### config.mk
export PLATFORM = sky130hd
export DESIGN_NAME = load_store_unit
export DESIGN_NICKNAME = d
export VERILOG_FILES = /design/src/rtl/load_store_unit.sv
export SDC_FILE = /design/constraint.sdc
export NUM_CORES = 1
export LEC_CHECK = 0
export CAP_MARGIN = 10
export CORE_ASPECT_RATIO = 1.1
export CORE_MARGIN = 2
export CORE_UTILIZATION = 42
export DETAILED_ROUTE_END_ITERATION = 16
export PLACE_DENSITY = 0.8
export SYNTH_ARGS = -nofsm -noshare
export SYNTH_HDL_FRONTEND = slang
export SYNTH_SLANG_ARGS = --single-unit
### constraint.sdc
create_clock -name clock -period 2 [get_ports clock]
set_clock_uncertainty 0.2 [all_clocks]
set_input_delay 0.3 -clock clock [delete_from_list [all_inputs] [get_ports clock]]
set_output_delay 0.3 -clock clock [all_outputs]
set_load 0.1 [all_outputs]
### src/rtl/load_store_unit.sv
// Load/store unit: bridges a core load/store port to a single-word request/ack bus.
// Define MISALIGNED_SPLIT_EN to service misaligned accesses (two words when crossing).
module load_store_unit (
  input  logic        clock,
  input  logic        reset,
  input  logic        core_read_enable,
  input  logic        core_write_enable,
  input  logic [31:0] core_address,
  input  logic [31:0] core_write_data,
  input  logic [2:0]  core_format,
  output logic [31:0] core_read_data,
  output logic        core_stall,
  output logic        core_misaligned,
  output logic        bus_request,
  output logic        bus_write,
  output logic [31:0] bus_address,
  output logic [31:0] bus_write_data,
  output logic [3:0]  bus_byte_enable,
  input  logic        bus_ack,
  input  logic [31:0] bus_read_data
);

  localparam logic [1:0] IDLE    = 2'd0;
  localparam logic [1:0] ACCESS  = 2'd1;
  localparam logic [1:0] DONE    = 2'd2;
`ifdef MISALIGNED_SPLIT_EN
  localparam logic [1:0] ACCESS2 = 2'd3;
`endif

  // Byte lanes over two consecutive words; bits [7:4] belong to the following word.
  function automatic logic [7:0] fmt_lanes(input logic [1:0] off, input logic [2:0] fmt);
    logic [7:0] base;
    case (fmt)
      3'b000, 3'b100: base = 8'h01;
      3'b001, 3'b101: base = 8'h03;
      default:        base = 8'h0f;
    endcase
    return base << off;
  endfunction

  function automatic logic is_misaligned(input logic [1:0] off, input logic [2:0] fmt);
    case (fmt)
      3'b000, 3'b100: return 1'b0;
      3'b001, 3'b101: return off[0];
      default:        return off != 2'b00;
    endcase
  endfunction

  // words = {upper word, lower word}; shift the addressed bytes down and extend.
  function automatic logic [31:0] load_extend(input logic [2:0] fmt, input logic [1:0] off,
                                              input logic [63:0] words);
    logic [31:0] s;
    s = 32'(words >> {off, 3'b000});
    case (fmt)
      3'b000:  return {{24{s[7]}}, s[7:0]};
      3'b001:  return {{16{s[15]}}, s[15:0]};
      3'b100:  return {24'h0, s[7:0]};
      3'b101:  return {16'h0, s[15:0]};
      default: return s;
    endcase
  endfunction

  logic [1:0]  state_q, state_d;
  logic [1:0]  off_q, off_d;
  logic [2:0]  fmt_q, fmt_d;
  logic        write_q, write_d;
  logic        bus_request_q, bus_request_d;
  logic        bus_write_q, bus_write_d;
  logic [31:0] bus_address_q, bus_address_d;
  logic [31:0] bus_write_data_q, bus_write_data_d;
  logic [3:0]  bus_byte_enable_q, bus_byte_enable_d;
  logic [31:0] core_read_data_q, core_read_data_d;
  logic        core_misaligned_q, core_misaligned_d;
`ifdef MISALIGNED_SPLIT_EN
  logic [31:0] lo_word_q, lo_word_d;
  logic        cross_q, cross_d;
  logic [3:0]  hi_be_q, hi_be_d;
  logic [31:0] hi_data_q, hi_data_d;
`else
  logic        mis_in;
  logic        unused_hi;
`endif

  logic [7:0]  be8_in;
  logic [63:0] wd64_in;

  always_comb begin
    be8_in  = fmt_lanes(core_address[1:0], core_format);
    wd64_in = {32'h0, core_write_data} << {core_address[1:0], 3'b000};
  end

`ifndef MISALIGNED_SPLIT_EN
  // Upper-word lanes only matter when accesses may be split.
  assign unused_hi = ^{be8_in[7:4], wd64_in[63:32]};
  assign mis_in    = is_misaligned(core_address[1:0], core_format);
`endif

  always_comb begin
    state_d           = state_q;
    off_d             = off_q;
    fmt_d             = fmt_q;
    write_d           = write_q;
    bus_request_d     = bus_request_q;
    bus_write_d       = bus_write_q;
    bus_address_d     = bus_address_q;
    bus_write_data_d  = bus_write_data_q;
    bus_byte_enable_d = bus_byte_enable_q;
    core_read_data_d  = core_read_data_q;
    core_misaligned_d = core_misaligned_q;
`ifdef MISALIGNED_SPLIT_EN
    lo_word_d         = lo_word_q;
    cross_d           = cross_q;
    hi_be_d           = hi_be_q;
    hi_data_d         = hi_data_q;
`endif
    case (state_q)
      IDLE: begin
        if (core_read_enable | core_write_enable) begin
          off_d             = core_address[1:0];
          fmt_d             = core_format;
          write_d           = core_write_enable;
          bus_write_d       = core_write_enable;
          bus_address_d     = {core_address[31:2], 2'b00};
          bus_byte_enable_d = be8_in[3:0];
          bus_write_data_d  = wd64_in[31:0];
`ifdef MISALIGNED_SPLIT_EN
          cross_d           = |be8_in[7:4];
          hi_be_d           = be8_in[7:4];
          hi_data_d         = wd64_in[63:32];
          state_d           = ACCESS;
          bus_request_d     = 1'b1;
`else
          if (mis_in) begin
            state_d           = DONE;
            core_misaligned_d = 1'b1;
            core_read_data_d  = 32'h0;
          end else begin
            state_d       = ACCESS;
            bus_request_d = 1'b1;
          end
`endif
        end
      end
      ACCESS: begin
        if (bus_ack) begin
`ifdef MISALIGNED_SPLIT_EN
          if (cross_q) begin
            state_d           = ACCESS2;
            lo_word_d         = bus_read_data;
            bus_address_d     = bus_address_q + 32'd4;
            bus_byte_enable_d = hi_be_q;
            bus_write_data_d  = hi_data_q;
          end else begin
            state_d          = DONE;
            bus_request_d    = 1'b0;
            core_read_data_d = write_q ? 32'h0 : load_extend(fmt_q, off_q, {32'h0, bus_read_data});
          end
`else
          state_d          = DONE;
          bus_request_d    = 1'b0;
          core_read_data_d = write_q ? 32'h0 : load_extend(fmt_q, off_q, {32'h0, bus_read_data});
`endif
        end
      end
`ifdef MISALIGNED_SPLIT_EN
      ACCESS2: begin
        if (bus_ack) begin
          state_d          = DONE;
          bus_request_d    = 1'b0;
          core_read_data_d = write_q ? 32'h0 : load_extend(fmt_q, off_q, {bus_read_data, lo_word_q});
        end
      end
`endif
      DONE: begin
        state_d           = IDLE;
        core_read_data_d  = 32'h0;
        core_misaligned_d = 1'b0;
      end
      default: state_d = IDLE;
    endcase
  end

  always_ff @(posedge clock) begin
    if (reset) begin
      state_q           <= IDLE;
      off_q             <= 2'b00;
      fmt_q             <= 3'b000;
      write_q           <= 1'b0;
      bus_request_q     <= 1'b0;
      bus_write_q       <= 1'b0;
      bus_address_q     <= 32'h0;
      bus_write_data_q  <= 32'h0;
      bus_byte_enable_q <= 4'h0;
      core_read_data_q  <= 32'h0;
      core_misaligned_q <= 1'b0;
`ifdef MISALIGNED_SPLIT_EN
      lo_word_q         <= 32'h0;
      cross_q           <= 1'b0;
      hi_be_q           <= 4'h0;
      hi_data_q         <= 32'h0;
`endif
    end else begin
      state_q           <= state_d;
      off_q             <= off_d;
      fmt_q             <= fmt_d;
      write_q           <= write_d;
      bus_request_q     <= bus_request_d;
      bus_write_q       <= bus_write_d;
      bus_address_q     <= bus_address_d;
      bus_write_data_q  <= bus_write_data_d;
      bus_byte_enable_q <= bus_byte_enable_d;
      core_read_data_q  <= core_read_data_d;
      core_misaligned_q <= core_misaligned_d;
`ifdef MISALIGNED_SPLIT_EN
      lo_word_q         <= lo_word_d;
      cross_q           <= cross_d;
      hi_be_q           <= hi_be_d;
      hi_data_q         <= hi_data_d;
`endif
    end
  end

  assign core_stall      = (core_read_enable | core_write_enable) & (state_q != DONE);
  assign core_read_data  = core_read_data_q;
  assign core_misaligned = core_misaligned_q;
  assign bus_request     = bus_request_q;
  assign bus_write       = bus_write_q;
  assign bus_address     = bus_address_q;
  assign bus_write_data  = bus_write_data_q;
  assign bus_byte_enable = bus_byte_enable_q;

endmodule
Yosys cells after proc, flatten, opt, wreduce, memory -nomap -nowiden
Cells that the tools add are included.

Multiplexer cells: 19. Bitwise gates (word level): 2. Equal/unequal tests: 13. Div/mod/pow operators: 0. Shift operators: 3. $mul: 0. Reduce and logical (&&, ||, !) cells: 14. Add/subtract/negate cells: 0. Magnitude comparators: 0.

Operators with widths (number): $mux 32 (4); $pmux 32 s4 (1); $pmux 32 s3 (1); $shl 32x5->32 (1); $shr 32x5->32 (1); $eq 3x3->1 const B (4); $ne 2x2->1 const B (5); $pmux 4 s2 (1); $reduce_and 4->1 (2); $shl 8x2->4 (1); $eq 3x1->1 const B (2); $logic_not 3->1 (2); $mux 2 (3); $pmux 1 s2 (3); $reduce_bool 2->1 (3); $mux 1 (5); $pmux 2 s2 (1); $reduce_and 2->1 (2); $reduce_or 2->1 (2); $reduce_and 3->1 (1); $reduce_bool 3->1 (1); $eq 2x1->1 const B (1); $eq 2x2->1 const B (1); $logic_not 2->1 (1); other kinds (2) (2).

Bits of input ports: 104. Register bits after elaboration: 108. Bits in latches: 0. RAM bits: 0. Output and inout bits: 104. ROM bits: 0. Memories: 0. Logic and storage cells: 61.

Depth between registers and ports, before layout
Depth after elaboration: 6. Mapped depth: 7. Gate-level depth less buffers: 4.

Least setup slack after synthesis
OpenSTA, ideal clock, no wires.

Path kind: input -> output. Start: in core_write_enable. End: out core_stall. Setup slack: -335 ps. Stages: 3. Buffers on the path: 1. Arrival time: 1835 ps. Data required time: 1500 ps. Cell sequence: nor2_1 clkbuf_1 nor2_1.

Word-level cells in the longest chain between the ends: 2.

Ends and longest elaborated chain: from (decl) (RTL line 7) `input logic core_write_enable,`; $or 1x1->1 (RTL line 223) `assign core_stall = (core_read_enable | core_write_enable) & (state_q != DONE);`; $and 1x1->1 (RTL line 223); to (decl) (RTL line 12) `output logic core_stall,`.

No other way between the ends.

Worst setup path in the final report
Start: reg off_q[0]. End: reg core_read_data_q[13] (netlist: core_read_data[13]).

Word-level cells in the longest chain between the ends: 5.

Ends and longest elaborated chain: from (decl) (RTL line 64) `logic [1:0] off_q, off_d;`; from (signal assigned) (RTL line 186) `off_q <= 2'b00;`; from (signal assigned) (RTL line 204) `off_q <= off_d;`; $shr 32x5->32 (RTL line 53) `s = 32'(words >> {off, 3'b000});`; $pmux 32 s4 (RTL line 54) `case (fmt)`; $mux 32 (RTL line 161) `core_read_data_d = write_q ? 32'h0 : load_extend(fmt_q, off_q, {32'h0, bus_read_data});`; $mux 32 (RTL line 145) `if (bus_ack) begin`; $pmux 32 s3 (RTL line 116) `case (state_q)`; to (signal assigned) (RTL line 212) `core_read_data_q <= core_read_data_d;`; to (decl) (RTL line 72) `logic [31:0] core_read_data_q, core_read_data_d;`.

No other way between the ends. The select of a mux whose other input is x is not followed. A chain may end at the register's enable or synchronous reset.

==> summary.md <==
| Metric | Value |
|---|---|
| Result of the run | complete, no violations |
| Worst path slowest cell | dfxtp_1 |
| Clock buffer depth | 2 |
| Wire length of the first global-routing pass | 23.9 mm |
| Mean instance size in the synthesized netlist | 8.57 µm² |
| Most frequent cells in the layout | dfxtp_1, clkdlybuf4s50_1, nand2_1 |
| Rows | 40 |
| Wire per inst | 16.2 µm |
| Kind of path behind the tightest hold check | reg -> reg |
| Transition time at the pin with the least slew margin | 0.783 ns |
| Maximum level of the CTS H-tree | 3 |
| Setup ws final | 0.0508 ns |
| Fraction of synthesized cell area in xor and xnor cells | 0% |
| Most instantiated flip-flop cell in the synthesis netlist | dfxtp_1 |
| Synth Area in Simple Gates | 17.6% |
| Total Neg Setup Slack | 0 ns |
| Number of standard cells after synthesis | 555 |
| Clock transition at path regs | 0.07 ns |
| Final standard cell utilization of the core | 70.9% |
| DIE AREA | 12200 µm² |
| TritonCTS clock tree | built |
| Nature of the critical path startpoint | register |
| Critical Path AT | 1.97 ns |
| CP Data Required Time | 2.02 ns |
| Post-Layout Cell Count | 915 |
| Antenna violations before repair | 1 |
| Share of cell area taken by muxes after synthesis | 11.4% |
| Number of buffer and inverter stages on the critical path | 2 |
| Sinks on Clock Net | 108 |
| Cell breakdown of the critical path | buf_4, buf_12, mux4_2, nor3b_4, a21oi_1, o2bb2ai_1 |
| Pin count of the biggest net entering global routing | 76 |
| DRC viols | 0 |
| Area growth from synthesis to layout | 63.3% |
| Chip height | 116 µm |
| Synthesis warning total | 0 |
| Unique masters post-synth | 40 |
| Slew HR | 47.8% |
| Tmin final | 1.95 ns |
| Cell count after placement | 899 |
| Cell area after layout | 7770 µm² |
| First-pass detailed-route iteration total | 5 |
| Final setup fails | 0 |
| Fmax achieved | 513 MHz |
| Family with the most delay on the worst path | flip-flops |
| CP peak stage delay | 0.40 ns |
| Overall die width | 105 µm |
| Top-level I/O count | 208 |
| Setup repair after global routing missed its margin | no |
| Largest fanout on the critical path | 30 |
| Number of nets at the end of the flow | 868 |
| Sequential-to-total area share from yosys stat | 45.5% |
| Share of post-route cells with drive strength above 1 | 24.2% |
| Number of register bits inferred by synthesis | 108 |
| Async set or reset register ratio after synthesis | 0% |
| Global-route usage over all layers | 24.3% |
| Hold violation total from the final report | 0 |
| Post-route clock period utilization | 97.5% |
| Final antenna-violating net count | 0 |
| Worst setup slack before clock tree synthesis | -0.270 ns |
| Ant. Diodes | 0 |
| Clk Latency, worst-skew pair | 0.33 ns |
| Share of synthesized cell area in full adder, half adder and majority cells | 0% |
| Number of global-route vias before repair | 4953 |
| Most frequent standard cell in the layout excluding fill and tap cells | dfxtp_1 |
| Core Box Area | 11000 µm² |
| Total power divided by cell area | 863 nW/µm² |
| Global-route congestion overflow total | 0 |
| Number of DRC violations after detailed-routing iteration 0 | 198 |
| Worst setup EP type | register |
| TritonCTS Buffers | 9 |
| Root buffer cell | clkbuf_16 |
| Number of port buffers | 205 |
| Average vias per placed instance | 5.31 |
| Post-Syn Area | 4760 µm² |
| Maximum VDD drop | 0.671 mV |
| Instance area at placement | 7470 µm² |
| Area fraction in compound gates after synthesis | 20.4% |
| Detailed-route via count | 4862 |
| Combinational family with the most area after synthesis | compound AO/OA/AOI/OAI gates |
| Post-synth EDFFs | 0 |
| Count of pins over their slew limit | 0 |
| Critical path class | reg -> reg |
| RD Place Congestion | 0.902 |
| Max-cap check violation count | 0 |
| Static Leak | 3.12 nW |
| Effective utilization at floorplan | 43.4% |
| Wire length after detailed routing | 14.9 mm |
| DPL Wire Length | 11.3 mm |
## power breakdown
group	leakage [nW]	internal (mW)	total, mW	switching (mW)
Combinational	2.10	0.873	2.54	1.67
Sequential	0.885	2.31	2.44	0.133
Clock	0.136	0.966	1.72	0.756
## flip-flops by register name (all words and copies together), names as in the netlist
name,cells
bus_write_data,32
bus_write,1
core_misaligned,1
bus_request,1
state_q,2
off_q,2
fmt_q,3
bus_address,30
core_read_data,32
bus_byte_enable,4
## cells by family (layout without fill, tap and decap cells)
group / count (synthesis) / after routing
mux: 51 / 51
buf+inv: 53 / 265
compound gates: 154 / 154
other cells: 1 / 2
simple gates: 188 / 188
flops: 108 / 108
## Yosys cell counts, types with 2 or more instances
cell type  instances  share of area (%)
a221o_1           15                3.2
nor3_1             8               0.84
o2bb2ai_1         15                2.8
o21ai_0            9               0.95
clkbuf_1          28                2.2
buf_2             18                1.9
buf_4              3               0.47
mux2_2            15                3.6
nor2_2             2               0.26
nor2b_1            3               0.39
dfxtp_1          108                 45
o211ai_1           8                1.3
nor4_1            10                1.3
a21oi_1           89                9.4
nand3_1            8               0.84
nand3b_1           8                1.3
nand2b_1           3               0.39
nor2_1            41                3.2
inv_1              2               0.16
nand2_1           98                7.7
or2_2              2               0.26
mux2i_1           35                7.4
a211oi_1          10                1.6
## repair_timing
action                     in CTS  in global routing
hold endpoints to repair        1                  0
setup buffers                   0                  0
resized for setup               0                  2
hold buffers                    1                  0
setup endpoints to repair       0                 14
## metal layers
layer | track usage, % | vias to the layer above | share of wire, %
li1 | - | 2383 | -
met5 | 0 | - | 0
met3 | 9.67 | 22 | 9.6
met1 | 26.5 | 2252 | 39
met2 | 42.7 | 205 | 50
met4 | 9.42 | 0 | 1.9
## cell type report
cell class / instances / area, µm²
repair buffers: 248 / 2740
well taps: 147 / 184
flip-flops and latches: 108 / 2160
clock inverters: 4 / 51.3
inverters: 2 / 7.51
clock buffers: 11 / 233
multi-input cells: 395 / 2390
fillers: 791 / 3190
## worst reg2reg max path: cells and delay by family (launching register included)
kind	cells	cell delay (ns)
compound gates	2	0.33
flops	1	0.40
simple gates	1	0.19
mux	1	0.34
buf+inv	2	0.39
## path summary, 6_finish.rpt
kind / slack [ns] / cells after the start / to / from
worst min register to register: 0.25 / 2 / bus_write_data[3] / bus_write_data[3]
worst max register to register: 0.05 / 6 / core_read_data[13] / off_q[0]
worst max-delay path: 0.05 / 6 / core_read_data[13] / off_q[0]
worst min-delay path: 0.25 / 2 / bus_write_data[3] / bus_write_data[3]
## stage by stage
stage	power (mW)	hold slack, ns
6_report	6.70	0.253
2_1_floorplan	4.09	0.236
3_3_place_gp	4.98	0.242
4_1_cts	6.75	0.253
3_5_place_dp	5.02	0.247
5_1_grt	6.97	0.272
No activity file was read; power rests on OpenSTA's default activity.
